## src/rtl/screensaver_pkg.sv

```systemverilog
// Shared constants and types for the bouncing-box motion stage.
// Velocities are 4-bit signed and are kept within -7..+7, so negating one never overflows.
package screensaver_pkg;

    localparam int SCREEN_WIDTH  = 640;
    localparam int SCREEN_HEIGHT = 480;
    localparam int BOX_WIDTH     = 100;
    localparam int BOX_HEIGHT    = 100;

    localparam int X_LIMIT = SCREEN_WIDTH - BOX_WIDTH;
    localparam int Y_LIMIT = SCREEN_HEIGHT - BOX_HEIGHT;
    localparam int X_W     = 10;
    localparam int Y_W     = 9;

    typedef enum logic [1:0] {
        IDLE   = 2'd0,
        CALC_X = 2'd1,
        CALC_Y = 2'd2,
        COMMIT = 2'd3
    } bounce_state_t;

    typedef logic [2:0]        color_t;
    typedef logic signed [3:0] vel_t;

    // Advance the colour only on a bounce; 7 wraps to 1 so black never appears.
    function automatic color_t next_color(input color_t c, input logic step);
        if (!step)
            return c;
        return (c == 3'd7) ? 3'd1 : c + 3'd1;
    endfunction

endpackage

```

## src/rtl/axis_step.sv

```systemverilog
// Combinational clamp-and-reflect for one axis: (pos, vel) -> (npos, nvel, hit).
// A stationary axis never reports a hit, even when it already sits on the limit.
module axis_step
    import screensaver_pkg::*;
#(
    parameter int POS_W = 10,
    parameter int LIMIT = 540
) (
    input  logic [POS_W-1:0] pos,
    input  vel_t             vel,
    output logic [POS_W-1:0] npos,
    output vel_t             nvel,
    output logic             hit
);

    localparam int TW = POS_W + 2;
    localparam logic signed [TW-1:0] LIM = TW'(LIMIT);

    logic signed [TW-1:0] traj;

    always_comb begin
        traj = $signed({2'b00, pos}) + $signed({{(TW-4){vel[3]}}, vel});
        npos = traj[POS_W-1:0];
        nvel = vel;
        hit  = 1'b0;
        if (vel != '0) begin
            if (traj < 0) begin
                npos = '0;
                nvel = -vel;
                hit  = 1'b1;
            end else if (traj >= LIM) begin
                npos = LIM[POS_W-1:0];
                nvel = -vel;
                hit  = 1'b1;
            end
        end
    end

endmodule

```

## src/rtl/bounce_engine.sv

```systemverilog
// Per-frame motion stage: steps the box once per frame-counter change, reflecting at the edges.
// Results are held in shadow registers and published together in a single COMMIT cycle.
module bounce_engine
    import screensaver_pkg::*;
#(
    parameter int INIT_X  = 50,
    parameter int INIT_Y  = 50,
    parameter int INIT_XV = 2,
    parameter int INIT_YV = 1
) (
    input  logic           clk,
    input  logic           rst_n,
    input  logic           enable,
    input  logic [31:0]    frame,
    output logic [X_W-1:0] box_x,
    output logic [Y_W-1:0] box_y,
    output color_t         color,
    output logic           busy,
    output logic           update_done,
    output logic           bounce
);

    bounce_state_t  state;
    logic [31:0]    frame_prev;
    vel_t           xv, yv;
    logic [X_W-1:0] nx;
    logic [Y_W-1:0] ny;
    vel_t           nxv, nyv;
    logic           hx, hy;

    logic [X_W-1:0] ax_npos;
    vel_t           ax_nvel;
    logic           ax_hit;
    logic [Y_W-1:0] ay_npos;
    vel_t           ay_nvel;
    logic           ay_hit;

    axis_step #(.POS_W(X_W), .LIMIT(X_LIMIT)) u_axis_x (
        .pos  (box_x),
        .vel  (xv),
        .npos (ax_npos),
        .nvel (ax_nvel),
        .hit  (ax_hit)
    );

    axis_step #(.POS_W(Y_W), .LIMIT(Y_LIMIT)) u_axis_y (
        .pos  (box_y),
        .vel  (yv),
        .npos (ay_npos),
        .nvel (ay_nvel),
        .hit  (ay_hit)
    );

    always_ff @(posedge clk or negedge rst_n) begin
        if (!rst_n) begin
            state       <= IDLE;
            frame_prev  <= '1;
            box_x       <= X_W'(INIT_X);
            box_y       <= Y_W'(INIT_Y);
            xv          <= vel_t'(INIT_XV);
            yv          <= vel_t'(INIT_YV);
            color       <= 3'b111;
            busy        <= 1'b0;
            update_done <= 1'b0;
            bounce      <= 1'b0;
            nx          <= '0;
            ny          <= '0;
            nxv         <= '0;
            nyv         <= '0;
            hx          <= 1'b0;
            hy          <= 1'b0;
        end else begin
            update_done <= 1'b0;
            bounce      <= 1'b0;
            case (state)
                IDLE: begin
                    // Frozen: keep tracking the counter so re-enabling does not replay a stale change.
                    if (!enable) begin
                        frame_prev <= frame;
                    end else if (frame != frame_prev) begin
                        frame_prev <= frame;
                        state      <= CALC_X;
                        busy       <= 1'b1;
                    end
                end
                CALC_X: begin
                    nx    <= ax_npos;
                    nxv   <= ax_nvel;
                    hx    <= ax_hit;
                    state <= CALC_Y;
                end
                CALC_Y: begin
                    ny    <= ay_npos;
                    nyv   <= ay_nvel;
                    hy    <= ay_hit;
                    state <= COMMIT;
                end
                COMMIT: begin
                    box_x       <= nx;
                    box_y       <= ny;
                    xv          <= nxv;
                    yv          <= nyv;
                    color       <= next_color(color, hx | hy);
                    update_done <= 1'b1;
                    bounce      <= hx | hy;
                    busy        <= 1'b0;
                    state       <= IDLE;
                end
                default: begin
                    state <= IDLE;
                    busy  <= 1'b0;
                end
            endcase
        end
    end

endmodule

```

## config.mk

```make
export PLATFORM = sky130hd
export DESIGN_NAME = bounce_engine
export DESIGN_NICKNAME = d
export VERILOG_FILES = /design/src/rtl/screensaver_pkg.sv /design/src/rtl/axis_step.sv /design/src/rtl/bounce_engine.sv
export SDC_FILE = /design/constraint.sdc
export NUM_CORES = 1
export LEC_CHECK = 0
export CORE_MARGIN = 4
export CORE_UTILIZATION = 50
export CTS_CLUSTER_SIZE = 28
export DETAILED_ROUTE_END_ITERATION = 10
export GPL_TIMING_DRIVEN = 0
export HOLD_SLACK_MARGIN = 0.03
export PLACE_DENSITY = 0.72
export RECOVER_POWER = 50
export SYNTH_ARGS = -nofsm -noshare
export SYNTH_HDL_FRONTEND = slang
export SYNTH_SLANG_ARGS = --single-unit
export TNS_END_PERCENT = 30
```

## constraint.sdc

```tcl
create_clock -name clk -period 4.25 [get_ports clk]
set_input_delay 0.85 -clock clk [delete_from_list [all_inputs] [get_ports clk]]
set_output_delay 0.85 -clock clk [all_outputs]
set_load 0.01 [all_outputs]
```

## Word level (Yosys, flattened, before mapping)

Cells that the tools add are included.

- Mux-type cells: 32
- Bitwise operators: 1
- Magnitude comparators: 4
- Add/subtract/negate cells: 5
- Equality and inequality tests: 9
- Reductions and logical operators: 8

Operators with widths:

| cell | number |
|---|---|
| 32-bit 2-to-1 mux | 2 |
| 32-bit != test | 1 |
| 10-bit 2-to-1 mux | 3 |
| 9-bit 2-to-1 mux | 3 |
| 4-bit 2-to-1 mux | 6 |
| 11-bit by 4-bit adder with 12-bit output | 1 |
| 12-bit by 11-bit >= comparator with 1-bit output, second input constant | 1 |
| 12-bit by 1-bit less-than comparator with 1-bit output, second input constant | 1 |
| 1-bit 2-to-1 mux | 12 |
| 10-bit by 4-bit adder with 11-bit output | 1 |
| 11-bit by 10-bit >= comparator with 1-bit output, second input constant | 1 |
| 11-bit by 1-bit less-than comparator with 1-bit output, second input constant | 1 |
| 4-bit negation | 2 |
| 2-bit case mux with 4 select lines | 1 |
| 4-bit nonzero test | 2 |
| 3-bit 2-to-1 mux | 2 |
| 2-bit != test, second input constant | 3 |
| 2-bit AND reduction | 3 |
| 2-bit == test, second input constant | 2 |
| 2-bit 2-to-1 mux | 2 |
| 3-bit by 1-bit adder with 3-bit output, second input constant | 1 |
| 3-bit == test, second input constant | 1 |
| 3-bit AND reduction | 1 |
| 2-bit by 1-bit == test with 1-bit output, second input constant | 1 |
| 5 further kinds | 5 |

- Register bits: 96

## Depth between registers and ports, before layout

Gate-level depths: netlist of run 1.

- Depth after elaboration: 5
- Depth in mapped cells: 11
- Depth with buffers taken out: 10

## Modules after synthesis

A second synthesis of run 1 with hierarchy kept.

- Cells, all modules: 494
- Area, all modules: 5835.6 µm²

By module, submodules not included:

| module | instances | cells an instance | area each (µm²) |
|---|---|---|---|
| bounce_engine | 1 | 265 | 4210.3 |
| axis_step at u_axis_x | 1 | 125 | 863.3 |
| axis_step at u_axis_y | 1 | 104 | 762.0 |

## Worst setup path after synthesis of run 1

No wires, ideal clock.

- Kind: reg-to-reg
- From: register box_x[0]
- To: register hx
- Setup time: 0.125 ns
- Clock period less this slack: 3.011 ns
- Path buffers: 1
- Cell stages (with the launch flop): 12
- Arrival time: 2.886 ns
- Setup slack: 1.239 ns
- Cell sequence: dfrtp_1 -> ha_1 -> fa_1 -> a21o_2 -> a221oi_2 -> o21ai_2 -> o31a_2 -> nor3_1 -> a22oi_2 -> and2_4 -> buf_6 -> mux2_4

- Word-level cells in the longest chain between the ends: 5

Ends and longest elaborated chain:

| item | line | RTL |
|---|---|---|
| from (decl) | bounce_engine.sv:15 | `output logic [X_W-1:0] box_x,` |
| from (signal assigned) | bounce_engine.sv:58 | `box_x <= X_W'(INIT_X);` |
| from (signal assigned) | bounce_engine.sv:99 | `box_x <= nx;` |
| 11-bit by 4-bit adder with 12-bit output (*) | axis_step.sv:22 | `traj = $signed({2'b00, pos}) + $signed({{(TW-4){vel[3]}}, vel});` |
| 12-bit by 11-bit >= comparator with 1-bit output | axis_step.sv:31 | `end else if (traj >= LIM) begin` |
| 1-bit 2-to-1 mux | axis_step.sv:31 |  |
| 1-bit 2-to-1 mux (*) | axis_step.sv:27 | `if (traj < 0) begin` |
| 1-bit 2-to-1 mux (*) | axis_step.sv:26 | `if (vel != '0) begin` |
| to (signal assigned) | bounce_engine.sv:89 | `hx <= ax_hit;` |
| to (decl) | bounce_engine.sv:29 | `logic hx, hy;` |

Mark *: on every way between the ends. The rest lies on a longest branch, timed or not.
A chain may end at the register's enable or synchronous reset.

## Worst setup path after layout of run 1

- From: register xv[3]
- To: register hx

- Word-level cells in the longest chain between the ends: 5

Ends and longest elaborated chain:

| item | line | RTL |
|---|---|---|
| from (decl) | bounce_engine.sv:25 | `vel_t xv, yv;` |
| from (signal assigned) | bounce_engine.sv:60 | `xv <= vel_t'(INIT_XV);` |
| from (signal assigned) | bounce_engine.sv:101 | `xv <= nxv;` |
| 11-bit by 4-bit adder with 12-bit output | axis_step.sv:22 |  |
| 12-bit by 11-bit >= comparator with 1-bit output | axis_step.sv:31 |  |
| 1-bit 2-to-1 mux | axis_step.sv:31 |  |
| 1-bit 2-to-1 mux | axis_step.sv:27 |  |
| 1-bit 2-to-1 mux (*) | axis_step.sv:26 |  |

Marks and branches as above.

==> results.sh, run 1 <==
export IMPL_die_w_um=112
export IMPL_via_count=3919
export IMPL_synth_cells=479
export IMPL_clk_path_buf_depth=2
export IMPL_final_nets=617
export IMPL_clockRootBuffer="clkbuf_8"
export IMPL_avgViaCountPerCell=5.67
export IMPL_fin_cells=691
export IMPL_cts_sinks=96
export IMPL_rows=37
export IMPL_endpoint_kind="flop"
export IMPL_drive_gt1_share_pct=27.2
export IMPL_overflow=0
export IMPL_grt_first_pass_wirelength_mm=18.8
export IMPL_timing_hold_ws_ns=0.482
export IMPL_start_util_pct=52.2
export IMPL_numCtsBuffers=9
export IMPL_cp_arrival_ns=3.68
export IMPL_syn_to_final_growth_pct=17.7
export IMPL_hold_viol_final=0
export IMPL_first_iter_violations=202
export IMPL_ys_warn_count=0
export IMPL_min_from="nx[8]$_DFFE_PN0N_"
export IMPL_worst_pin_slew_ns=1.76
export IMPL_totalWireLength_mm=11.2
export IMPL_yosysMostFrequentCell="mux2_2"
export IMPL_core_um2=10500
export IMPL_powerDensity_nw_per_um2=684
export IMPL_hp_class="reg2reg"
export IMPL_io_buffer_count=59
export IMPL_outcome="finished with violations"
export IMPL_dp_cells=675
export IMPL_maxCapViolCount=1
export IMPL_rsz0062_at_grt="false"
export IMPL_io_pins=60
export IMPL_synth_largest_area_cell="dfrtp_1"
export IMPL_grt_use_total_pct=18.1
export IMPL_path_clk_slew_ns=0.09
export IMPL_synth_common_cells="mux2_2 (57), dfrtp_1 (53), dfstp_2 (43), xor2_1 (37), nand2_1 (33)"
export IMPL_cts_htree_levels=3
export IMPL_ctsResizeCount=0
export IMPL_cp_start_kind="flop"
export IMPL_avgRoutedWirePerCell_um=16.2
export IMPL_grt_antenna_before_repair=0
export IMPL_finalCritPeriodShare_pct=80.7
export IMPL_grt_pass1_vias=3916
export IMPL_relSlewSlack_pct=-17.5
export IMPL_worst_setup_path_type="reg2reg"
export IMPL_die_y_um=112
export IMPL_max_vdd_ir_drop_v=0.000419
export IMPL_cp_max_fo=15
export IMPL_max_stage_delay_ns=0.70
export IMPL_ys_async_sr_fraction_pct=100
export IMPL_ant_nets=0
export IMPL_dieArea_um2=12700
export IMPL_yosysSeqAreaShare_pct=45.0
export IMPL_clock_latency_ns=0.36
export IMPL_cts_setup_buffers=0
export IMPL_path_cells="ha_1 > buf_4 > and3_2 > a221oi_2 > o21ai_2 > o31a_2 > nor3_1 > a22oi_2 > and2_4 > buf_6 > mux2_4"
export IMPL_violations="max-capacitance violations, max-slew violations"
export IMPL_synth_edff_count=0
export IMPL_max_freq_mhz=291
export IMPL_finalCriticalPeriod_ns=3.43
export IMPL_required_ns=4.49
export IMPL_grt_max_degree=76
export IMPL_synth_area_um2=5460
export IMPL_drc_errors=0
export IMPL_reg2reg_from="xv[3]$_DFFE_PN0P_"
export IMPL_cp_startpoint="xv[3]$_DFFE_PN0P_"
export IMPL_cts_tree="done"
export IMPL_p_leak_uw=0.00277
export IMPL_gp_congestion=0.865
export IMPL_skew_ns=0.0110
export IMPL_synth_area_top_cells="dfrtp_1 (24%), dfstp_2 (21%), mux2_2 (12%)"
export IMPL_synth_seq_cells=96
export IMPL_synth_cell_types=66
export IMPL_avgSynthCellArea_um2=11.4
export IMPL_setup_viol=0
export IMPL_synth_top_cell_area_share_pct=24.3
export IMPL_antenna_cells=0
export IMPL_slew_viol_final=76
export IMPL_slowest_stage="dfrtp_1"
export IMPL_first_pass_iters=5
export IMPL_hold_buffers=0
export IMPL_hpwl_mm=8.21
export IMPL_ys_dominant_reg_cell="dfrtp_1"
export IMPL_power_total_uw=4390
export IMPL_syn_nets=546
[sequential cells by signal (all words and copies together) (netlist names)]
register,cells
nxv,4
box_y,9
busy,1
bounce,1
state,2
update_done,1
nyv,4
hx,1
box_x,10
color,3
frame_prev,32
nx,10
hy,1
ny,9
yv,4
xv,4
[cell families (layout without fill, tap and decap cells)]
family / after synthesis / after routing / synth area share (%)
buffers and inverters: 35 / 111 / 3.00
flip-flops: 96 / 96 / 45.0
adder cells (fa/ha/maj): 32 / 32 / 7.61
XOR/XNOR: 47 / 47 / 7.54
multiplexers: 59 / 59 / 12.2
AND/OR/NAND/NOR: 95 / 95 / 8.60
AO/OA/AOI/OAI: 115 / 115 / 16.0
[final timing paths]
kind,to,slack (ns),depth (start not counted)
setup / recovery,hx$_DFFE_PN0N_,0.82,11
hold / removal,nx[8]$_DFFE_PN0N_,0.48,2
setup reg to reg,hx$_DFFE_PN0N_,0.82,11
hold reg to reg,nx[8]$_DFFE_PN0N_,0.48,2
max in group asynchronous,box_x[7]$_DFFE_PN0P_,1.26,2
min in group asynchronous,bounce$_DFF_PN0_,0.69,1
[final cells by class]
class | count | area, um^2
inverter | 19 | 71.3
sequential | 96 | 2460
fill | 848 | 4040
tap | 136 | 170
clock buffer | 10 | 149
multi-input combinational | 348 | 2840
clock inverter | 6 | 55.1
timing repair buffer | 60 | 589
buffer | 16 | 92.6
[routing by layer]
layer | up-vias | GRT usage (%) | part of all wire, %
met5 | - | 0 | 0
met4 | 0 | 5.77 | 1.5
met3 | 18 | 3.13 | 4.2
met2 | 91 | 29.7 | 46
met1 | 1920 | 24.6 | 48
li1 | 1890 | - | -
[cell usage in the layout, fill, tap and decap left out, types with 9 or more instances in the layout]
| master | n |
|---|---|
| clkdlybuf4s50_1 | 58 |
| mux2_2 | 57 |
| dfrtp_1 | 53 |
| dfstp_2 | 43 |
| xor2_1 | 37 |
| nand2_1 | 33 |
| ha_1 | 30 |
| o21ai_0 | 22 |
| a21oi_1 | 20 |
| inv_1 | 19 |
| nor2_1 | 18 |
| clkbuf_1 | 10 |
| clkbuf_8 | 10 |
| xnor2_1 | 10 |
| nor4_1 | 9 |
[stage by stage]
stage | TNS (ns) | setup slack, ns | instance area [um^2] | utilization [%]
after global placement | -55.91 | -1.06 | 6220 | 59.4
final | 0 | 0.818 | 6420 | 61.4
after floorplan | 0 | 1.24 | 5460 | -
after CTS | 0 | 0.873 | 6450 | 61.6
after detailed placement | 0 | 0.893 | 6240 | 59.7
after global routing | 0 | 0.658 | 6420 | 61.4
[power breakdown]
part	switching, uW	internal [uW]	total, uW
clock network	337	261	599
logic	1100	1050	2150
registers	251	1400	1650
total	1690	2710	4390
[critical path, delay by kind of cell (launching register included)]
family / cells / cell delay, ns
and+or+nand+nor: 3 / 0.66
AOI/OAI and AO/OA: 4 / 1.00
muxes: 1 / 0.25
buffers and inverters: 2 / 0.32
DFF: 1 / 0.70
adders and majority gates: 1 / 0.37
(Power assumes the default switching activity.)
==> run 2: changes to the inputs <==
Settings changed: PLACE_DENSITY 0.72 to 0.75.
Clock period 4.25 ns to 2.75 ns, I/O delays scaled along.
==> run 2 against run 1 <==
Compared with the run above: the run ends with negative setup slack left; clock power is 37% higher; maximum frequency is 16% higher; combinational power is 69% higher; critical path depth stayed put; via count is 2.3% higher; first-iteration DRC count is 25% higher; wire length is 3.4% higher; global-route usage is 0.88 points higher; die area stayed put; core utilization is 2.6 points higher; largest cell class unchanged; non-clock buffer count is 14 higher; sequential share of layout area is 1.5 points lower.
==> results.sh, run 2 (synthesis results as in run 1) <==
export IMPL_outcome="finished with violations"
export IMPL_violations="negative setup slack"
export IMPL_layout_commonest_cell="clkdlybuf4s50_1"
export IMPL_start_util_pct=52.2
export IMPL_grt_use_total_pct=19.0
export IMPL_reg_largest_list="frame_prev (32), box_x (10), nx (10)"
export IMPL_endpoint_kind="flop"
export IMPL_dieArea_um2=12700
export IMPL_skew_ns=0.00816
export IMPL_ant_nets=0
export IMPL_finalCriticalPeriod_ns=2.96
export IMPL_grt_first_pass_wirelength_mm=19.9
export IMPL_numCtsBuffers=9
export IMPL_cp_max_fo=5
export IMPL_cts_tree="done"
export IMPL_slew_viol_final=0
export IMPL_clk_path_buf_depth=2
export IMPL_required_ns=3.03
export IMPL_io_pins=60
export IMPL_hold_viol_final=0
export IMPL_grt_antenna_before_repair=0
export IMPL_die_y_um=112
export IMPL_regMostFlops="frame_prev"
export IMPL_first_iter_violations=253
export IMPL_totalWireLength_mm=11.6
export IMPL_fin_cells=705
export IMPL_p_leak_uw=0.00284
export IMPL_clockRootBuffer="clkbuf_8"
export IMPL_pre_cts_slack_ns=-0.403
export IMPL_final_setup_tns_ns=-1.61
export IMPL_avgRoutedWirePerCell_um=16.4
export IMPL_rsz0062_at_grt="true"
export IMPL_max_freq_mhz=338
export IMPL_relSlewSlack_pct=21.6
export IMPL_path_clk_slew_ns=0.09
export IMPL_cp_arrival_ns=3.24
export IMPL_antenna_cells=0
export IMPL_hpwl_mm=8.22
export IMPL_setup_ws_ns=-0.210
export IMPL_avgViaCountPerCell=5.69
export IMPL_final_nets=631
export IMPL_hold_buffers=0
export IMPL_largest_reg_flops=32
export IMPL_cts_sinks=96
export IMPL_dp_cells=675
export IMPL_powerDensity_nw_per_um2=1050
export IMPL_clock_latency_ns=0.36
export IMPL_die_w_um=112
export IMPL_gp_congestion=0.884
export IMPL_nFillCells=815
export IMPL_overflow=0
export IMPL_rows=37
export IMPL_drc_errors=0
export IMPL_final_cell_mix="clkdlybuf4s50_1 (58), mux2_2 (57), dfrtp_1 (51)"
export IMPL_wl_met2_mm=5.64
export IMPL_finalCritPeriodShare_pct=108
export IMPL_drive_gt1_share_pct=33.7
export IMPL_drt_met1_wl_mm=5.23
export IMPL_hp_class="in2async"
export IMPL_worst_setup_path_type="reg2reg"
export IMPL_core_um2=10500
export IMPL_met3_length_um=442
export IMPL_grt_pass1_vias=4114
export IMPL_maxCapViolCount=0
export IMPL_reg2regPathDepth=11
export IMPL_top_layer_used="met4"
export IMPL_first_pass_iters=4
export IMPL_io_buffer_count=59
export IMPL_via_count=4011
export IMPL_grt_max_degree=76
export IMPL_setup_viol=14
export IMPL_max_vdd_ir_drop_v=0.000395
export IMPL_worst_pin_slew_ns=1.18
export IMPL_syn_to_final_growth_pct=22.6
export IMPL_cp_start_kind="flop"
export IMPL_cts_htree_levels=3
## run 2: cell types whose count changed in the layout (fill, tap and decap cells not counted), moves of 3 or more
| cell | change |
|---|---|
| ha_1 | -5 |
| ha_4 | +3 |
| o2bb2ai_1 | -4 |
| a21oi_2 | +4 |
| o21ai_0 | -3 |
| o2bb2ai_2 | +4 |
| buf_4 | +12 |
| a21oi_1 | -4 |
## run 2: layer usage
metal / track usage (%) / vias to the layer above
met5: 0 / -
met3: 3.13 / 23
li1: - / 1929
met4: 7.45 / 0
met2: 30.9 / 90
met1: 25.4 / 1969
## run 2: metrics by stage
step	hold WS, ns	area [um^2]	utilization [%]	total power (uW)
after floorplan	0.254	5480	-	4960
after global placement	0.459	6240	59.6	5780
after detailed placement	0.466	6260	59.9	5900
after CTS	0.0638	6620	63.3	6940
after global routing	0.505	6690	64.0	7540
final	0.403	6690	64.0	7010
## run 2: cell type report
| type | instances | area (um^2) | area share (%) |
|---|---|---|---|
| multi-input cells | 348 | 3020 | 45.2 |
| inverters | 19 | 71.3 | 1.07 |
| well taps | 136 | 170 | 2.54 |
| clock inverters | 6 | 43.8 | 0.654 |
| plain buffers | 15 | 85.1 | 1.27 |
| clock buffers | 10 | 128 | 1.91 |
| repair buffers | 75 | 712 | 10.6 |
| flip-flops and latches | 96 | 2460 | 36.7 |
## run 2: worst paths after layout
kind / startpoint / end / slack (ns)
min in group clk: ny[5]$_DFFE_PN0P_ / ny[5]$_DFFE_PN0P_ / 0.49
max: xv[0]$_DFFE_PN0P_ / nxv[2]$_DFFE_PN0N_ / -0.21
max reg2reg: xv[0]$_DFFE_PN0P_ / nxv[2]$_DFFE_PN0N_ / -0.21
min reg2reg: ny[5]$_DFFE_PN0P_ / ny[5]$_DFFE_PN0P_ / 0.49
min: rst_n / ny[7]$_DFFE_PN0P_ / 0.40
max in group asynchronous: rst_n / xv[3]$_DFFE_PN0P_ / 0.60
## run 2: worst max-delay path, stage by stage (launching register included)
cell and delay, ns:
dfrtp_1 0.39, ha_2 0.20, fa_2 0.36, a21o_4 0.23, buf_6 0.12, a221oi_4 0.29
o21ai_4 0.13, o31a_4 0.32, and3_4 0.19, o21a_1 0.18, or3_1 0.30, a31oi_1 0.18
## run 2: power by group
group	leakage (uW)	total (uW)	internal, uW	switching (uW)
combinational	0.00163	3640	1800	1840
sequential	0.00113	2550	2160	390
clock	0.0000866	822	332	490
## run 2: repair_timing
item	4_1_cts	5_1_grt
endpoints found under the setup margin	27	24
buffers inserted	12	3
hold endpoints to repair	0	0
pin swaps	20	10
gates resized for setup	21	12
cloned	0	0
